[src/rtl/regfile_arbiter_if.sv]
// Client-side and register-file-side signals of the two-client register file arbiter.
// The master modport is the side that raises requests and owns the register file;
// the slave modport is the arbiter itself.
interface regfile_arbiter_if #(
  parameter int DATA_WIDTH = 32,
  parameter int ADDR_WIDTH = 4
);
  // client 0
  logic                  req0;
  logic                  we0;
  logic [ADDR_WIDTH-1:0] addr0;
  logic [DATA_WIDTH-1:0] wdata0;
  logic                  gnt0;
  logic                  rvalid0;
  logic [DATA_WIDTH-1:0] rdata0;
  // client 1
  logic                  req1;
  logic                  we1;
  logic [ADDR_WIDTH-1:0] addr1;
  logic [DATA_WIDTH-1:0] wdata1;
  logic                  gnt1;
  logic                  rvalid1;
  logic [DATA_WIDTH-1:0] rdata1;
  // register file ports
  logic                  rf_write;
  logic [ADDR_WIDTH-1:0] rf_wrAddr;
  logic [DATA_WIDTH-1:0] rf_wrData;
  logic [ADDR_WIDTH-1:0] rf_rdAddrA;
  logic [DATA_WIDTH-1:0] rf_rdDataA;

  modport master (
    output req0, we0, addr0, wdata0,
    output req1, we1, addr1, wdata1,
    input  gnt0, rvalid0, rdata0,
    input  gnt1, rvalid1, rdata1,
    input  rf_write, rf_wrAddr, rf_wrData, rf_rdAddrA,
    output rf_rdDataA
  );

  modport slave (
    input  req0, we0, addr0, wdata0,
    input  req1, we1, addr1, wdata1,
    output gnt0, rvalid0, rdata0,
    output gnt1, rvalid1, rdata1,
    output rf_write, rf_wrAddr, rf_wrData, rf_rdAddrA,
    input  rf_rdDataA
  );
endinterface

[src/rtl/regfile_arbiter.sv]
// Two-client arbiter for a register file with one write port and one read port.
// Each port has its own round-robin pointer, so one client may read while the
// other writes in the same cycle. Read data is registered per client, with
// write-first forwarding when the granted read and write hit the same address.
module regfile_arbiter #(
  parameter int DATA_WIDTH = 32,
  parameter int ADDR_WIDTH = 4
) (
  input logic              clk,
  input logic              reset,
  regfile_arbiter_if.slave bus
);

  logic [1:0]            req;
  logic [1:0]            we;
  logic [ADDR_WIDTH-1:0] addr [2];
  logic [DATA_WIDTH-1:0] wdata [2];

  logic [1:0]            wrCand;
  logic [1:0]            rdCand;
  logic [1:0]            wrGnt;
  logic [1:0]            rdGnt;

  logic                  wrPtrReg;
  logic                  rdPtrReg;

  logic [ADDR_WIDTH-1:0] wrAddr;
  logic [DATA_WIDTH-1:0] wrData;
  logic [ADDR_WIDTH-1:0] rdAddr;
  logic [DATA_WIDTH-1:0] rdDataNext;

  assign req      = {bus.req1, bus.req0};
  assign we       = {bus.we1, bus.we0};
  assign addr[0]  = bus.addr0;
  assign addr[1]  = bus.addr1;
  assign wdata[0] = bus.wdata0;
  assign wdata[1] = bus.wdata1;

  genvar gi;
  generate
    for (gi = 0; gi < 2; gi++) begin : g_client
      logic                  rvalidReg;
      logic [DATA_WIDTH-1:0] rdataReg;

      assign wrCand[gi] = req[gi] & we[gi];
      assign rdCand[gi] = req[gi] & ~we[gi];

      // A candidate wins when it is alone on the port or the pointer favours it.
      // Grants are forced low while reset is asserted.
      assign wrGnt[gi] = ~reset & wrCand[gi] & (~wrCand[1-gi] | (wrPtrReg == 1'(gi)));
      assign rdGnt[gi] = ~reset & rdCand[gi] & (~rdCand[1-gi] | (rdPtrReg == 1'(gi)));

      // Capture read data for this client one edge after its read grant.
      always_ff @(posedge clk or posedge reset) begin
        if (reset) begin
          rvalidReg <= 1'b0;
          rdataReg  <= '0;
        end else begin
          rvalidReg <= rdGnt[gi];
          if (rdGnt[gi]) begin
            rdataReg <= rdDataNext;
          end
        end
      end
    end
  endgenerate

  // Steer the granted client's fields onto the register file ports; idle ports drive 0.
  always_comb begin
    wrAddr = '0;
    wrData = '0;
    rdAddr = '0;
    if (wrGnt[0]) begin
      wrAddr = addr[0];
      wrData = wdata[0];
    end else if (wrGnt[1]) begin
      wrAddr = addr[1];
      wrData = wdata[1];
    end
    if (rdGnt[0]) begin
      rdAddr = addr[0];
    end else if (rdGnt[1]) begin
      rdAddr = addr[1];
    end
  end

  // Write-first: a same-cycle write to the read address supplies the read value.
  assign rdDataNext = ((|wrGnt) && (|rdGnt) && (rdAddr == wrAddr)) ? wrData : bus.rf_rdDataA;

  // Round-robin pointers: after a grant the other client becomes favoured.
  // Granting client 0 sets the pointer to 1 and granting client 1 sets it to 0,
  // so the next pointer value is simply the client-0 grant bit.
  always_ff @(posedge clk or posedge reset) begin
    if (reset) begin
      wrPtrReg <= 1'b0;
      rdPtrReg <= 1'b0;
    end else begin
      if (|wrGnt) begin
        wrPtrReg <= wrGnt[0];
      end
      if (|rdGnt) begin
        rdPtrReg <= rdGnt[0];
      end
    end
  end

  assign bus.gnt0       = wrGnt[0] | rdGnt[0];
  assign bus.gnt1       = wrGnt[1] | rdGnt[1];
  assign bus.rvalid0    = g_client[0].rvalidReg;
  assign bus.rvalid1    = g_client[1].rvalidReg;
  assign bus.rdata0     = g_client[0].rdataReg;
  assign bus.rdata1     = g_client[1].rdataReg;
  assign bus.rf_write   = |wrGnt;
  assign bus.rf_wrAddr  = wrAddr;
  assign bus.rf_wrData  = wrData;
  assign bus.rf_rdAddrA = rdAddr;

endmodule

[src/flat_wrapper.sv]
// flat-port wrapper written by rule: the top's interface ports become plain ports
module regfile_arbiter_flat 
#(
  parameter int DATA_WIDTH = 32,
  parameter int ADDR_WIDTH = 4
)
  (clk, reset, bus_req0, bus_we0, bus_addr0, bus_wdata0, bus_req1, bus_we1, bus_addr1, bus_wdata1, bus_gnt0, bus_rvalid0, bus_rdata0, bus_gnt1, bus_rvalid1, bus_rdata1, bus_rf_write, bus_rf_wrAddr, bus_rf_wrData, bus_rf_rdAddrA, bus_rf_rdDataA);
  regfile_arbiter_if #(.DATA_WIDTH(DATA_WIDTH), .ADDR_WIDTH(ADDR_WIDTH)) bus_i ();
  input logic clk;
  input logic reset;
  input wire logic [$bits(bus_i.req0)-1:0] bus_req0;
  input wire logic [$bits(bus_i.we0)-1:0] bus_we0;
  input wire logic [$bits(bus_i.addr0)-1:0] bus_addr0;
  input wire logic [$bits(bus_i.wdata0)-1:0] bus_wdata0;
  input wire logic [$bits(bus_i.req1)-1:0] bus_req1;
  input wire logic [$bits(bus_i.we1)-1:0] bus_we1;
  input wire logic [$bits(bus_i.addr1)-1:0] bus_addr1;
  input wire logic [$bits(bus_i.wdata1)-1:0] bus_wdata1;
  output wire logic [$bits(bus_i.gnt0)-1:0] bus_gnt0;
  output wire logic [$bits(bus_i.rvalid0)-1:0] bus_rvalid0;
  output wire logic [$bits(bus_i.rdata0)-1:0] bus_rdata0;
  output wire logic [$bits(bus_i.gnt1)-1:0] bus_gnt1;
  output wire logic [$bits(bus_i.rvalid1)-1:0] bus_rvalid1;
  output wire logic [$bits(bus_i.rdata1)-1:0] bus_rdata1;
  output wire logic [$bits(bus_i.rf_write)-1:0] bus_rf_write;
  output wire logic [$bits(bus_i.rf_wrAddr)-1:0] bus_rf_wrAddr;
  output wire logic [$bits(bus_i.rf_wrData)-1:0] bus_rf_wrData;
  output wire logic [$bits(bus_i.rf_rdAddrA)-1:0] bus_rf_rdAddrA;
  input wire logic [$bits(bus_i.rf_rdDataA)-1:0] bus_rf_rdDataA;
  assign bus_i.req0 = bus_req0;
  assign bus_i.we0 = bus_we0;
  assign bus_i.addr0 = bus_addr0;
  assign bus_i.wdata0 = bus_wdata0;
  assign bus_i.req1 = bus_req1;
  assign bus_i.we1 = bus_we1;
  assign bus_i.addr1 = bus_addr1;
  assign bus_i.wdata1 = bus_wdata1;
  assign bus_gnt0 = bus_i.gnt0;
  assign bus_rvalid0 = bus_i.rvalid0;
  assign bus_rdata0 = bus_i.rdata0;
  assign bus_gnt1 = bus_i.gnt1;
  assign bus_rvalid1 = bus_i.rvalid1;
  assign bus_rdata1 = bus_i.rdata1;
  assign bus_rf_write = bus_i.rf_write;
  assign bus_rf_wrAddr = bus_i.rf_wrAddr;
  assign bus_rf_wrData = bus_i.rf_wrData;
  assign bus_rf_rdAddrA = bus_i.rf_rdAddrA;
  assign bus_i.rf_rdDataA = bus_rf_rdDataA;
  regfile_arbiter #(.DATA_WIDTH(DATA_WIDTH), .ADDR_WIDTH(ADDR_WIDTH)) u_core (.clk(clk), .reset(reset), .bus(bus_i));
endmodule
[config.mk]
export PLATFORM = sky130hd
export DESIGN_NAME = regfile_arbiter_flat
export DESIGN_NICKNAME = d
export VERILOG_FILES = /design/src/rtl/regfile_arbiter_if.sv /design/src/rtl/regfile_arbiter.sv /design/src/flat_wrapper.sv
export SDC_FILE = /design/constraint.sdc
export NUM_CORES = 1
export LEC_CHECK = 0
export BUFFER_PORTS_ARGS = -buffer_cell sky130_fd_sc_hd__buf_2
export CORE_MARGIN = 2
export CORE_UTILIZATION = 45
export DETAILED_ROUTE_END_ITERATION = 6
export MAX_ROUTING_LAYER = met4
export PLACE_DENSITY = 0.81
export SLEW_MARGIN = 20
export SYNTH_ARGS = -nofsm -noshare
export SYNTH_HDL_FRONTEND = slang
export SYNTH_SLANG_ARGS = --single-unit
[constraint.sdc]
create_clock -name clk -period 4.9 [get_ports clk]
set_clock_uncertainty 0.2 [all_clocks]
set_input_delay 0.49 -clock clk [delete_from_list [all_inputs] [get_ports clk]]
set_output_delay 0.49 -clock clk [all_outputs]
set_load 0.05 [all_outputs]
==> results of run 1 <==
-- metrics by stage --
stage               utilization (%)  setup slack, ns
floorplan                         -            2.067
global placement              57.73            1.312
detailed placement            57.73            1.284
CTS                           59.69            1.570
global route                  59.69            1.310
finish                        59.69            1.563
-- layer usage --
metal | vias to the layer above | track usage (%) | wire (µm)
met4 | 0 | 7.692 | 146
met3 | 12 | 4.080 | 687
li1 | 1858 | - | -
met5 | - | - | 0
met2 | 158 | 40.45 | 6115
met1 | 1918 | 32.52 | 5194
-- layout make-up --
type	instances	share of cell area, %
multi-input combinational	277	38.96
sequential	68	32.85
timing repair buffer	225	22.08
clock buffer	12	2.802
tap	108	2.609
clock inverter	4	0.4831
inverter	3	0.2174
-- worst paths after layout --
check                                      startpoint                     to  depth (start not counted)
worst max-delay path                  u_core.rdPtrReg  u_core.bus.rdata1[24]                          8
worst min-delay path                            reset  u_core.bus.rdata0[25]                          3
worst max register to register        u_core.rdPtrReg  u_core.bus.rdata1[24]                          8
worst min register to register  u_core.bus.rdata1[12]  u_core.bus.rdata1[12]                          2
max in group asynchronous                       reset   u_core.bus.rdata1[5]                          3
min in group clk                u_core.bus.rdata1[12]  u_core.bus.rdata1[12]                          2
-- synthesized netlist by cell type (2+ instances only) --
| cell | n | area, µm² |
|---|---|---|
| buf_4 | 3 | 22.52 |
| nand2b_1 | 3 | 18.77 |
| buf_2 | 4 | 20.02 |
| o31ai_1 | 64 | 480.5 |
| nor2b_1 | 2 | 12.51 |
| nor3_2 | 30 | 300.3 |
| dfrtp_1 | 68 | 1702 |
| nand2_1 | 68 | 255.2 |
| nand3b_1 | 2 | 15.01 |
| buf_12 | 3 | 60.06 |
| and2b_1 | 4 | 30.03 |
| clkbuf_1 | 6 | 22.52 |
| dlygate4sd3_1 | 2 | 20.02 |
| a21oi_1 | 4 | 20.02 |
| a22o_1 | 39 | 341.6 |
| buf_6 | 3 | 33.78 |
| a21oi_2 | 30 | 262.8 |
| dlygate4sd1_1 | 8 | 70.07 |
| nor2_1 | 3 | 11.26 |
| inv_1 | 2 | 7.510 |
| nor3_1 | 2 | 10.01 |
| clkbuf_8 | 3 | 41.29 |
-- power by group through the flow --
stage,Combinational (µW),Sequential (µW),Clock [µW]
floorplan,259,1090,0
global route,877,739,446
CTS,838,728,416
global placement,825,733,0
finish,835,728,407
detailed placement,838,738,0
-- cells by family (layout without fill, tap and decap cells) --
logic type / after synthesis / after routing
AOI/OAI and AO/OA: 149 / 149
buffers and inverters: 35 / 244
DFF: 68 / 68
muxes: 1 / 1
and+or+nand+nor: 127 / 127
-- worst max-delay path, stage by stage (launching register included) --
cell and delay, ns:
dfrtp_1 0.38, and3b_2 0.24, or3_4 0.60, inv_2 0.13, a32oi_1 0.40, o2111ai_4 0.45, buf_4 0.39, nor3_1 0.28
o31ai_1 0.10
-- layout by cell type, fill, tap and decap left out, drive strengths merged, types with 2 or more instances in the layout --
cell type	n
and2b	4
o31ai	64
clkinvlp	2
clkinv	2
buf	225
nor4	2
and3b	2
dfrtp	68
inv	3
nor2	4
nor3	32
nor2b	2
or2	2
nand2b	3
nand2	68
a21oi	34
a22o	39
nand3b	2
o21ai	2
clkbuf	12
-- state kept, by name, summed over array words and instances, names as in the netlist --
signal and flops:
u_core.bus.rvalid0 1, u_core.bus.rvalid1 1, u_core.bus.rdata1 32, u_core.rdPtrReg 1
u_core.wrPtrReg 1, u_core.bus.rdata0 32
==> run metrics, run 1 <==
status finished clean; post-route ant nets 0; Final setup violation count 0; Critical Path Fanout Max 67; wire per inst about 17 µm; post-synthesis instance area between 4000 and 5000 µm²; share of layout cells above drive strength 1 a little over half; pin count of the biggest net entering global routing 69; first-pass GRT wire length roughly 19000 µm; Setup Crit Path Kind reg -> reg; CTS tree yes; Net Switching a little over 900 µW; Detailed Place HPWL slightly below 9000 µm; Tot Pwr ~2000 µW; Tcrit/Tclk final between 60 and 70%; Synth Area per Inst about 11 µm²; Die X 98.37 µm; Post-CTS Resized 0; CORE AREA slightly below 9000 µm²; clk_lat worst skew 0.32 ns; Via Count just under 4000; Sw Ratio about 46%; vias per std cell around 5.7; GRT overflow 0; final std cells w/o fill 697; register area ~1700 µm²; Sink Count 68; multi-input combinational cell area between 2000 and 2500 µm²; Cells after Synth 380; Initial DRT Pass Iterations 4; Worst EP required just under 5 ns; GPL Wtd Cong roughly 0.93; Combinational Power Share a little over two fifths; leak pwr approximately 0.0026 µW; R2R Setup Slk 1.56 ns; diode count 0; CTS buffer count 9; drt initial violations around 220; unique cell type count in the Yosys netlist 49; Critical Path End Type flip-flop; XOR/XNOR Fraction of Synth Area 0%; warning count from the yosys run 0; CP startpoint kind flip-flop; Power Density ~380 nW/µm²; number of nets in the layout slightly below 700; fillers 784; Worst VDD drop 163.3 µV; H-tree levels 3; Worst-path clk slew roughly 0.070 ns; Post-Synth Adder-Cell Area 0%; fmax 299.7 MHz; sequential share of power a little under two fifths; minimum hold slack around 0.27 ns; Top Ports between 200 and 250; DRC Markers 0; Finished Cell Area 5180 µm²; Final Hold Violating Endpoints 0; fin. max-slew vios 0; post-synthesis sequential area ratio around 42%; setup TNS 0 ns; I/O Buffers around 220; Die Span Y ~100 µm; vias in the first global route around 3900; Overall Global Routing Usage about a quarter; area share of and/or/nand/nor cells after synthesis 18.98%; CTS Hold Buffers Added 0; Core Rows 34; Async SR Flop Fraction 100.0%; area delta synth->final 29.25%; RSZ-0062 raised after global routing false; actual slew at the worst max-slew pin 1.134 ns; Max Cap Viol 0; mux cell area share after synthesis less than 1%; Cell Int Power 1061 µW; Post-synth EDFFs 0; Post-CTS Setup Inserts 0; Min-Delay Path Class in -> async; Die ar. approximately 9700 µm²; initial antenna violation count 0; clock power share about a fifth; Area after DPL 5010 µm²; #FFs+latches synth ~70; CTS Buffer Depth 2; post-synth net total 490; main combinational cell family by area after synthesis compound AO/OA/AOI/OAI gates; root buffer cell clkbuf_8; ys flop type dfrtp_1; dpl cells 681; worst path arrival time between 3 and 4 ns; Compound-Gate Fraction of Synth Area between 30% and 40%; Initial Util between 40% and 50%; Tmin final 3.337 ns; Slew HR between 20% and 30%; Detailed Route WL 12140 µm
Power figures use the tool's default switching activity.
==> run 2, diff against run 1 <==
--- a/config.mk
+++ b/config.mk
@@ -5,12 +5,13 @@
 export SDC_FILE = /design/constraint.sdc
 export NUM_CORES = 1
 export LEC_CHECK = 0
+export ABC_AREA = 1
 export BUFFER_PORTS_ARGS = -buffer_cell sky130_fd_sc_hd__buf_2
 export CORE_MARGIN = 2
-export CORE_UTILIZATION = 45
+export CORE_UTILIZATION = 41
 export DETAILED_ROUTE_END_ITERATION = 6
 export MAX_ROUTING_LAYER = met4
-export PLACE_DENSITY = 0.81
+export PLACE_DENSITY = 0.77
 export SLEW_MARGIN = 20
 export SYNTH_ARGS = -nofsm -noshare
 export SYNTH_HDL_FRONTEND = slang
==> constraint.sdc (replaced) <==
create_clock -name clk -period 2.85 [get_ports clk]
set_clock_uncertainty 0.2 [all_clocks]
set_input_delay 0.285 -clock clk [delete_from_list [all_inputs] [get_ports clk]]
set_output_delay 0.285 -clock clk [all_outputs]
set_load 0.05 [all_outputs]
==> run 2 against run 1 <==
Clock power rose by 130%. Count of clock-buffer cells in the layout fell by 1. First-iteration DRC count fell by 28%. Sequential power rose by 70%. Combinational power rose by 77%. Sequential share of layout area fell by 2.0 points. Critical endpoint is now bus_rf_wrData[24]. Synthesized cell count rose by 55%.
==> run metrics, run 2 <==
Area after DPL approximately 5300 µm²; #FFs+latches synth 68; Tmin final 2.715 ns; setup TNS 0 ns; area leader, netlist dfrtp_1; Net Switching approximately 1600 µW; unique cell type count in the Yosys netlist 18; Initial DRT Pass Iterations 5; Die Span Y 103.0 µm; drt initial violations between 150 and 200; Worst-path clk slew around 0.090 ns; I/O Buffers roughly 220; Synth Area per Inst around 7 µm²; Top Ports about 220; vias per std cell 4.900; Slew HR between 40% and 50%; post-synthesis instance area just over 4000 µm²; Finished Cell Area 5517 µm²; Tcrit/Tclk final a little over nine tenths; Cell Int Power between 2000 and 2500 µW; share of layout cells above drive strength 1 between 30% and 40%; diode count 0; area delta synth->final 37.22%; root buffer cell clkbuf_8; warning count from the yosys run 0; wire per inst ~14 µm; CORE AREA between 9000 and 10000 µm²; Critical Path Fanout Max 16; Via Count roughly 4600; first-pass GRT wire length between 20000 and 25000 µm; Post-synth EDFFs 0; fmax ~370 MHz; Setup Crit Path Kind in -> out; actual slew at the worst max-slew pin 0.8085 ns; Worst VDD drop about 380 µV; fin. max-slew vios 0; Post-CTS Setup Inserts 0; Final Hold Violating Endpoints 0; clk_lat worst skew around 0.33 ns; post-synth net total 700; Core Rows 36; largest cells by area after synthesis dfrtp_1 (42%), nand2_1 (17%), inv_1 (13%), nand3_1 (11%), nand4_1 (5.0%); Max Cap Viol 0; worst path arrival time 2.23 ns; GPL Wtd Cong approximately 0.86; DRC Markers 0; Detailed Route WL ~13000 µm; RSZ-0062 raised after global routing false; GRT overflow 0; Sw Ratio between 40% and 50%; Sink Count between 60 and 70; Die X 103.0 µm; initial antenna violation count 0; Overall Global Routing Usage approximately a quarter; pin count of the biggest net entering global routing 39; ys flop type dfrtp_1; sequential share of power approximately a third; Post-CTS Resized 0; Final Util a little under three fifths; Synth top cells by count nand2_1 (186), inv_1 (138), nand3_1 (86); Initial Util about two fifths; vias in the first global route roughly 4200; clock power share between 20% and 30%; Async SR Flop Fraction 100.0%; post-route ant nets 0; post-synthesis sequential area ratio 42.33%; CTS buffer count 9; Combinational Power Share between 40% and 50%; CP startpoint kind primary input; Cells after Synth 590; Final setup violation count 0; top-count cell post-synth nand2_1; Power Density approximately 660 nW/µm²; most common cell after layout, fill and taps aside buf_2; most frequent cells in the layout buf_2 (218), nand2_1 (186), inv_1 (137); number of nets in the layout roughly 910; Detailed Place HPWL approximately 9300 µm; CTS tree yes; H-tree levels 3; leak pwr 0.003480 µW; status finished clean; Min-Delay Path Class in -> reg; Die ar. 10610 µm²; top-area cell type share of the netlist area between 40 and 50%; Critical Path End Type output port; Worst EP required between 2 and 2.5 ns; CTS Buffer Depth 2; fillers 980
-- run 2: cell types whose count changed in the layout (fill, tap and decap cells not counted), sizes merged, moves of 7 or more --
cell	change
a21oi	-34
a22o	-39
buf	+7
inv	+138
nand2	+120
nand3	+87
nand4	+32
nor3	-32
o22ai	+31
o31ai	-64
-- run 2: routing by layer --
layer | global-route usage, % | routed length, µm | up-vias
met4 | 9.211 | 254 | 0
met3 | 4.881 | 1227 | 24
met5 | - | 0 | -
li1 | - | - | 2263
met1 | 31.88 | 5585 | 2080
met2 | 40.46 | 6102 | 249
-- run 2: worst max-delay path: stages --
cell	delay, ns
dlygate4sd3_1	0.54
buf_2	0.18
nor2_2	0.27
nand2_1	0.13
buf_4	0.23
o22ai_1	0.25
buf_2	0.33
-- run 2: power groups by stage --
stage	Sequential (µW)	Combinational, µW	Clock [µW]
after floorplan	1870	457	0
after global placement	1260	1470	0
after detailed placement	1250	1490	0
after CTS	1240	1490	937
after global routing	1260	1580	980
final	1240	1480	927
-- run 2: logic make-up after synthesis --
| kind of cell | synth area share [%] |
|---|---|
| buffers and inverters | 16.87 |
| AO/OA/AOI/OAI | 5.229 |
| AND/OR/NAND/NOR | 35.57 |
| flip-flops | 42.33 |
-- run 2: cell type report --
type                       instances  area (µm²)  share of cell area [%]
inverter                         141       529.3                   9.594
multi-input combinational        351        1640                   29.73
clock inverter                     5       83.83                   1.520
timing repair buffer             233        1244                   22.54
clock buffer                      11       151.4                   2.744
sequential                        68        1702                   30.85
tap                              133       166.4                   3.017
-- run 2: final timing paths --
path / to / depth (start not counted) / from / slack (ns)
worst min-delay path: u_core.bus.rdata0[1] / 5 / bus_rf_rdDataA[1] / 0.06
worst max register to register: u_core.bus.rdata0[19] / 12 / u_core.wrPtrReg / 0.56
min in group asynchronous: u_core.bus.rdata1[25] / 3 / reset / 0.53
worst min register to register: u_core.bus.rdata1[9] / 2 / u_core.bus.rdata1[9] / 0.28
worst max-delay path: bus_rf_wrData[24] / 7 / reset / 0.13
max in group asynchronous: u_core.bus.rdata1[11] / 4 / reset / 1.26
-- run 2: metrics by stage --
stage               instances  setup slack (ns)  hold slack (ns)  power, µW
floorplan                 590            0.5560           0.2855       2329
global placement          925            0.5230           0.2580       2727
detailed placement        925            0.4565           0.2602       2740
CTS                       942            0.1987          0.05224       3666
global route              942           0.01817          0.07951       3828
finish                    942            0.1350          0.06449       3652
-- run 2: what timing repair did --
action,CTS,global route
endpoints found under the setup margin,0,0
hold endpoints to repair,25,0
hold buffers,1,0
==> run 3, diff against run 2 <==
--- a/config.mk
+++ b/config.mk
@@ -10,8 +10,10 @@
 export CORE_MARGIN = 2
 export CORE_UTILIZATION = 41
 export DETAILED_ROUTE_END_ITERATION = 6
+export GPL_TIMING_DRIVEN = 0
 export MAX_ROUTING_LAYER = met4
 export PLACE_DENSITY = 0.77
+export REMOVE_ABC_BUFFERS = 1
 export SLEW_MARGIN = 20
 export SYNTH_ARGS = -nofsm -noshare
 export SYNTH_HDL_FRONTEND = slang
==> run 3 against run 2 <==
Power shrank 1.6%. First-iteration DRC count grew 29%. Worst setup slack gained 0.073 ns. Cell count shrank 0.53%. Routed wire length grew 5.4%. Sequential share of layout area is essentially flat. Die area is the same. Hold slack gained 0.0095 ns. Register-to-register slack lost 0.35 ns. Sequential power is essentially flat. Via count grew 0.91%. Critical path type is now reg -> reg. Critical endpoint is now u_core.bus.rdata0[11].
==> run metrics, run 3 (same netlist as run 2, synthesis figures left out) <==
status finished clean; CP max stage cell dfrtp_1; DRC Markers 0; Initial DRT Pass Iterations 4; clk_lat worst skew 0.33 ns; drt initial violations approximately 200; most common cell after layout, fill and taps aside buf_2; RSZ-0062 raised after global routing false; actual slew at the worst max-slew pin roughly 0.76 ns; worst path arrival time approximately 2.7 ns; Die X ~100 µm; most frequent cell on the critical path nand2_1; Sink Count 68; Initial Util between 40% and 50%; wire per inst around 15 µm; share of layout cells above drive strength 1 between 30 and 40%; Via Count approximately 4700; initial antenna violation count 0; GRT overflow 0; CORE AREA roughly 9600 µm²; vias per std cell roughly 5; Setup Crit Path Kind reg -> reg; Slew HR 49.17%; Final Util between 50% and 60%; first-pass GRT wire length around 21000 µm; Cell Chain, Critical Path nand3_1, nand2_8, nand2_1, nand2_1, nand2_1, nand2_1, nor2_4, buf_4, nand4_1, nand3_1, nand2_1; Tcrit/Tclk final ~93%; Top Ports approximately 220; Final setup violation count 0; min-delay src bus_rf_rdDataA[15]; vias in the first global route 4114; pre-CTS setup slack -1.070 ns; Die ar. 10610 µm²; diode count 0; CTS Buffer Depth 2; Die Span Y between 100 and 150 µm; Worst-path clk slew approximately 0.080 ns; min setup slack post-route around 0.21 ns; Worst EP required roughly 2.9 ns; H-tree levels 3; Final Hold Violating Endpoints 0; Crit. Startpoint u_core.wrPtrReg; CTS buffer count 9; Power Density between 600 and 700 nW/µm²; most frequent cells in the layout buf_2 (218), nand2_1 (183), inv_1 (135); number of nets in the layout just over 900; Tmin final 2.642 ns; Overall Global Routing Usage 26.95%; GPL Wtd Cong between 0.8 and 0.9; Min-Delay Path Class in -> reg; fin. max-slew vios 0; fmax 378.4 MHz; pin count of the biggest net entering global routing 37; Worst R2R Path Depth 11; Critical R2R Launch u_core.wrPtrReg; Detailed Place HPWL about 8100 µm; leak pwr between 0.003 and 0.004 µW; CP startpoint kind flip-flop; post-route ant nets 0; Critical Path Fanout Max 35; Detailed Route WL approximately 14000 µm; Worst VDD drop between 300 and 400 µV; slowest stage delay, CP 0.40 ns; hold depth 5; I/O Buffers 218; Critical Path End Type flip-flop; Core Rows 36; Max Cap Viol 0; area delta synth->final 37.13%; CTS tree yes; root buffer cell clkbuf_8
run 3: area by class of cell:
cell class / instances / area [µm²]
Inverter: 141 / 531.8
Tap cell: 133 / 166.4
Clock buffer: 13 / 178.9
Clock inverter: 1 / 30.03
Sequential cell: 68 / 1702
Fill cell: 997 / 4126
Multi-Input combinational cell: 355 / 1725
Timing Repair Buffer: 226 / 1179
run 3: worst paths after layout:
path	endpoint	slack [ns]
setup / recovery	u_core.bus.rdata0[11]	0.21
hold / removal	u_core.bus.rdata1[15]	0.07
setup reg to reg	u_core.bus.rdata0[11]	0.21
hold reg to reg	u_core.bus.rdata0[17]	0.27
max in group asynchronous	u_core.bus.rdata0[21]	1.48
min in group asynchronous	u_core.bus.rdata0[29]	0.42
run 3: power breakdown:
part           leakage (µW)  internal [µW]  total (µW)  switching (µW)
Combinational       0.00250            341        1520            1180
Sequential         0.000847           1140        1240            94.2
Clock              0.000108            491         837             346
run 3: per-layer routing:
layer,routed length (µm),share of wire [%],GRT usage (%)
met1,6123,44,35.06
met5,0,0,-
met4,215,1.5,7.794
met3,930,6.7,4.136
met2,6616,48,43.76
run 3: worst max-delay path, delay by kind of cell (launching register included):
kind,cells,cell delay [ns]
buffers and inverters,1,0.32
flip-flops,1,0.40
AND/OR/NAND/NOR,10,1.57
run 3: repair_timing:
action,in CTS,in global routing
endpoints found under the setup margin,64,64
cloned,4,0
hold buffers,1,0
pin swaps,4,1
resized for setup,6,2
endpoints found under the hold margin,33,0
setup buffers,3,3
run 3: through the flow:
step | cell area [µm²] | instances | total power (µW) | setup TNS, ns | hold slack (ns)
after detailed placement | 5159 | 912 | 2719 | -65.23 | 0.1989
after global placement | 5129 | 911 | 2700 | -113.68 | 0.2572
after CTS | 5464 | 934 | 3602 | 0 | 0.06361
after global routing | 5513 | 937 | 3777 | 0 | 0.08227
after floorplan | 3871 | 560 | 2312 | 0 | 0.2949
final | 5513 | 937 | 3593 | 0 | 0.07403
